--- src/rtl/fir_sample_feeder.sv ---
// Producer side of the 64-tap FIR: writes incoming samples into a circular buffer,
// kicks the FIR engine, waits out its latency, then scales and saturates the result.
module fir_sample_feeder #(
  parameter int FIR_LATENCY = 66,
  parameter int SHIFT       = 10
) (
  input  logic               clk_in,
  input  logic               rst_in,
  input  logic signed [15:0] sample_in,
  input  logic               sample_valid_in,
  output logic signed [15:0] sample_out [0:63],
  output logic [5:0]         offset_out,
  output logic               fir_ready_out,
  input  logic signed [25:0] fir_result_in,
  output logic signed [15:0] audio_out,
  output logic               audio_valid_out,
  output logic               busy_out,
  output logic [7:0]         overrun_out
);

  localparam int CNT_W = $clog2(FIR_LATENCY + 1);

  typedef enum logic [1:0] {IDLE, START, WAIT, DONE} state_t;

  state_t             state_reg;
  logic [CNT_W-1:0]   wait_cnt_reg;
  logic [5:0]         offset_reg;
  logic               fir_ready_reg;
  logic signed [15:0] audio_reg;
  logic               audio_valid_reg;
  logic [7:0]         overrun_reg;
  logic               pend_full_reg;
  logic signed [15:0] pend_data_reg;
  logic signed [15:0] buf_reg [0:63];

  logic               write_en;
  logic signed [15:0] write_data;
  logic [5:0]         write_addr;
  logic signed [25:0] shifted;
  logic signed [15:0] scaled;

  assign write_en   = (state_reg == IDLE) && (pend_full_reg || sample_valid_in);
  assign write_data = pend_full_reg ? pend_data_reg : sample_in;
  assign write_addr = offset_reg + 6'd1;

  assign shifted = fir_result_in >>> SHIFT;

  always_comb begin
    scaled = shifted[15:0];
    if (shifted > 26'sd32767)
      scaled = 16'sh7FFF;
    else if (shifted < -26'sd32768)
      scaled = 16'sh8000;
  end

  genvar gi;
  generate
    for (gi = 0; gi < 64; gi++) begin : g_buf
      always_ff @(posedge clk_in) begin
        if (rst_in)
          buf_reg[gi] <= '0;
        else if (write_en && (write_addr == 6'(gi)))
          buf_reg[gi] <= write_data;
      end
      assign sample_out[gi] = buf_reg[gi];
    end
  endgenerate

  always_ff @(posedge clk_in) begin
    if (rst_in) begin
      state_reg       <= IDLE;
      wait_cnt_reg    <= '0;
      offset_reg      <= '0;
      fir_ready_reg   <= 1'b0;
      audio_reg       <= '0;
      audio_valid_reg <= 1'b0;
      overrun_reg     <= '0;
      pend_full_reg   <= 1'b0;
      pend_data_reg   <= '0;
    end else begin
      fir_ready_reg   <= 1'b0;
      audio_valid_reg <= 1'b0;
      case (state_reg)
        IDLE: begin
          if (write_en) begin
            offset_reg    <= write_addr;
            fir_ready_reg <= 1'b1;
            state_reg     <= START;
          end
          // Pending drains first; a simultaneous new sample refills it.
          if (pend_full_reg) begin
            if (sample_valid_in)
              pend_data_reg <= sample_in;
            else
              pend_full_reg <= 1'b0;
          end
        end
        START: begin
          wait_cnt_reg <= '0;
          state_reg    <= WAIT;
        end
        WAIT: begin
          // Counter starts at 0 in the first WAIT cycle, so DONE lands FIR_LATENCY cycles after the pulse.
          wait_cnt_reg <= wait_cnt_reg + 1'b1;
          if (wait_cnt_reg == CNT_W'(FIR_LATENCY - 2)) begin
            state_reg       <= DONE;
            audio_valid_reg <= 1'b1;
          end
        end
        DONE: begin
          audio_reg <= scaled;
          state_reg <= IDLE;
        end
        default: state_reg <= IDLE;
      endcase

      if ((state_reg != IDLE) && sample_valid_in) begin
        if (!pend_full_reg) begin
          pend_full_reg <= 1'b1;
          pend_data_reg <= sample_in;
        end else if (overrun_reg != 8'hFF) begin
          overrun_reg <= overrun_reg + 8'd1;
        end
      end
    end
  end

  assign offset_out      = offset_reg;
  assign fir_ready_out   = fir_ready_reg;
  assign audio_out       = audio_reg;
  assign audio_valid_out = audio_valid_reg;
  assign busy_out        = (state_reg != IDLE);
  assign overrun_out     = overrun_reg;

endmodule

--- config.mk ---
export PLATFORM = sky130hd
export DESIGN_NAME = fir_sample_feeder
export DESIGN_NICKNAME = d
export VERILOG_FILES = /design/src/rtl/fir_sample_feeder.sv
export SDC_FILE = /design/constraint.sdc
export NUM_CORES = 1
export LEC_CHECK = 0
export CAP_MARGIN = 20
export CORE_AREA = 2 2 433 435
export CTS_CLUSTER_SIZE = 16
export DETAILED_ROUTE_END_ITERATION = 7
export DIE_AREA = 0 0 435 437
export PLACE_DENSITY = 0.48
export SLEW_MARGIN = 20
export SYNTH_ARGS = -nofsm -noshare
export SYNTH_HDL_FRONTEND = slang
export SYNTH_SLANG_ARGS = --single-unit
--- constraint.sdc ---
create_clock -name clk_in -period 2.95 [get_ports clk_in]
set_input_delay 0.295 -clock clk_in [delete_from_list [all_inputs] [get_ports clk_in]]
set_output_delay 0.295 -clock clk_in [all_outputs]
set_load 0.005 [all_outputs]
==> out/metrics.csv <==
stage;metric;value;unit
setup_path;crit_fanout;17;
clock_network;clock_sinks;1082;
global_routing;grt_pass1_wl;248;mm
routing;drtPass1Iterations;5;
synthesis;synth-async-reset-ratio;0;%
timing;fmax;361;MHz
timing;rsz0062_at_grt;no;
synthesis;netlist_area;41900;µm²
clock_network;numCtsBuffers;131;
timing;setup_ws;0.183;ns
floorplan;dieArea;190000;µm²
synthesis;ys.flop_type;edfxtp_1;
cells_and_area;largest_reg_flops;1024;
setup_path;setup.worst_path.end_class;flop;
setup_path;critical_path_buf_inv_count;1;
clock_network;cts.clk_slew.worst_paths;0.06;ns
synthesis;seq_area_frac_synth;76.2;%
routing;routedWlPerCell;29.1;µm
global_routing;grt_pass1_vias;26800;
timing;fin_setup_tns;0;ns
setup_path;slowest_delay;0.64;ns
place;place.gp.congestion;0.785;
floorplan;die_h;437;µm
synthesis;syn_inst;2718;
power;ir_worst_vdd;0.455;mV
timing;hold_viol;0;
global_routing;grt_antenna_before_repair;20;
setup_path;worstPathRequired;3.37;ns
routing;vias;27700;
timing;period_minus_slack;2.77;ns
global_routing;grt_overflow;0;
cells_and_area;nNetsFinal;3982;
cells_and_area;design_area;61400;µm²
setup_path;crit_chain;buf_4, nor2_4, or2_2, a31o_2;
routing;drt_drc_violations_left;0;
floorplan;start_util;22.6;%
setup_path;crit_type;flop to flop;
hold_path;hp-class;primary input to flop;
floorplan;fp.coreArea;185000;µm²
setup_path;slowest_stage;nor2_4;
power;power_per_cell_area;633;nW/µm²
setup_path;cpLargestDelayFamily;simple AND/OR/NAND/NOR gates;
cells_and_area;syn2layout_area_growth;46.5;%
setup_path;startpoint_type;flop;
clock_network;clock_tree.buffer_depth;3;
floorplan;row_count;158;
place;dp.cells;6271;
synthesis;ys_warn_count;0;
cells_and_area;drive_gt1_share;29.0;%
outcome;status;complete, no violations;
place;dpl-instance-area;57100;µm²
synthesis;syn-num-nets;2775;
floorplan;die_x;435;µm
timing;relSlewSlack;28.7;%
global_routing;track_usage;19.4;%
routing;drt-total-wl;190;mm
synthesis;synth-edff-count;1024;
timing;slew_violations;0;
floorplan;ios;1102;
place;pre_cts_slack;0.116;ns
power;leakagePower;0.0198;µW
synthesis;ys_seq_elements;1082;
cells_and_area;final_cells;6517;
routing;ant_nets;0;
synthesis;syn_area_per_cell;15.4;µm²
global_routing;grt_max_degree;71;
timing;fin_crit_sh;93.8;%
synthesis;ys_types;59;
timing;finClkSkew;0.0396;ns
place;hpwl;134;mm
clock_network;root_buffer;clkbuf_16;
routing;avgViaCountPerCell;4.25;
setup_path;arrival;3.18;ns
clock_network;tritoncts;yes;
run;drv_cap;0;
routing;drtIter0Drc;2309;
timing;finalSetupViolCount;0;
clock_network;htreeDepth;4;
place;io_buffers;1091;
clock_network;clk-insertion-delay-late;0.79;ns
timing;worst_pin_slew;1.07;ns
==> final timing paths <==
| check | startpoint | endpoint | slack, ns | cells past startpoint |
|---|---|---|---|---|
| setup / recovery | offset_out[2]$_SDFFE_PP0P_ | buf_reg[0][499]$_SDFFCE_PN0P_ | 0.18 | 4 |
| hold / removal | sample_in[10] | pend_data_reg[10]$_SDFF_PP0_ | 0.15 | 3 |
| setup reg to reg | offset_out[2]$_SDFFE_PP0P_ | buf_reg[0][499]$_SDFFCE_PN0P_ | 0.18 | 4 |
| hold reg to reg | pend_data_reg[10]$_SDFF_PP0_ | pend_data_reg[10]$_SDFF_PP0_ | 0.49 | 2 |
==> Yosys cell counts, types with 2 or more instances <==
cell type	n	area share [%]
o21ai_0	4	0.048
a31o_2	65	1.4
nor2_2	591	8.8
a21boi_0	3	0.054
mux2_2	18	0.48
a31oi_1	2	0.030
and2_1	4	0.060
xor2_1	8	0.17
o21a_1	2	0.036
clkbuf_1	55	0.49
a21o_1	2	0.036
nand4_1	6	0.090
o22ai_1	2	0.030
nand2b_1	7	0.10
a21oi_2	2	0.042
nand4_4	8	0.41
mux2i_1	35	0.84
buf_1	3	0.027
edfxtp_1	1024	73
buf_2	58	0.69
buf_6	99	2.7
nand3_1	6	0.072
a21oi_1	10	0.12
inv_1	10	0.090
nor4b_1	2	0.042
dfxtp_1	58	2.8
o21ai_1	65	0.78
nor3_2	2	0.048
and3b_1	2	0.042
ha_1	12	0.36
mux2i_4	2	0.11
nor2b_1	2	0.030
or3_1	3	0.045
nand2_1	16	0.14
nor3b_2	2	0.060
or2_2	6	0.090
nor3_1	7	0.084
nand3b_1	3	0.054
nor2_1	485	4.3
o211ai_4	8	0.41
==> metal layers <==
metal	vias to the layer above	routed length, µm	GRT usage [%]
li1	11900	-	-
met1	14100	72500	22.5
met2	1220	94400	33.0
met3	356	12300	5.03
met4	14	10400	9.73
met5	-	91	0
==> placed cells by master (no fill, tap or decap), types with 35 or more instances in the layout <==
master,n
a31o_2,65
edfxtp_1,1024
mux2i_1,35
nor2_1,484
clkbuf_16,131
buf_4,132
nor2_2,591
o21ai_2,38
dfxtp_1,58
buf_12,64
clkdlybuf4s50_1,1090
==> stage by stage <==
step                      hold WS, ns  util (%)  power (µW)
after global placement          0.468      30.8       23300
after detailed placement        0.477      30.9       23400
after CTS                      0.0589      33.2       39400
after floorplan                 0.435         -       19700
after global routing            0.112      33.2       40100
final                           0.150      33.2       38900
==> logic make-up (layout without fill, tap and decap cells) <==
| kind of cell | Yosys count | after routing | share of synthesized area (%) |
|---|---|---|---|
| other | 0 | 7 | 0 |
| adders and majority gates | 12 | 12 | 0.358 |
| muxes | 55 | 55 | 1.43 |
| DFF | 1082 | 1082 | 76.2 |
| buffers and inverters | 226 | 1538 | 3.98 |
| and+or+nand+nor | 1162 | 1162 | 14.8 |
| AOI/OAI and AO/OA | 172 | 172 | 3.09 |
| xor gates and xnor gates | 9 | 9 | 0.188 |
==> power breakdown <==
group          total [µW]  switching (µW)  leakage, µW  internal [µW]
logic                5090            3090      0.00714           2000
clock network       15900            7000      0.00205           8930
registers           17900             263       0.0106          17600
==> worst reg2reg max path, stage by stage (launching register included) <==
cell	delay, ns
dfxtp_1	0.45
buf_4	0.24
nor2_4	0.64
or2_2	0.46
a31o_2	0.59
==> area by class of cell <==
cell class,count,area [µm²]
repair buffers,1290,13300
flip-flops and latches,1082,31900
well taps,2480,3100
diodes,7,17.5
fillers,18300,124000
inverters,10,37.5
clock inverters,87,865
multi-input cells,1410,8830
clock buffers,151,3350
==> what timing repair did <==
| action | CTS | global route |
|---|---|---|
| hold endpoints to repair | 5 | 0 |
| hold buffers | 1 | 0 |
| setup endpoints to repair | 0 | 31 |
| setup buffers | 0 | 0 |
| resized for setup | 0 | 0 |
(Power assumes the default switching activity.)
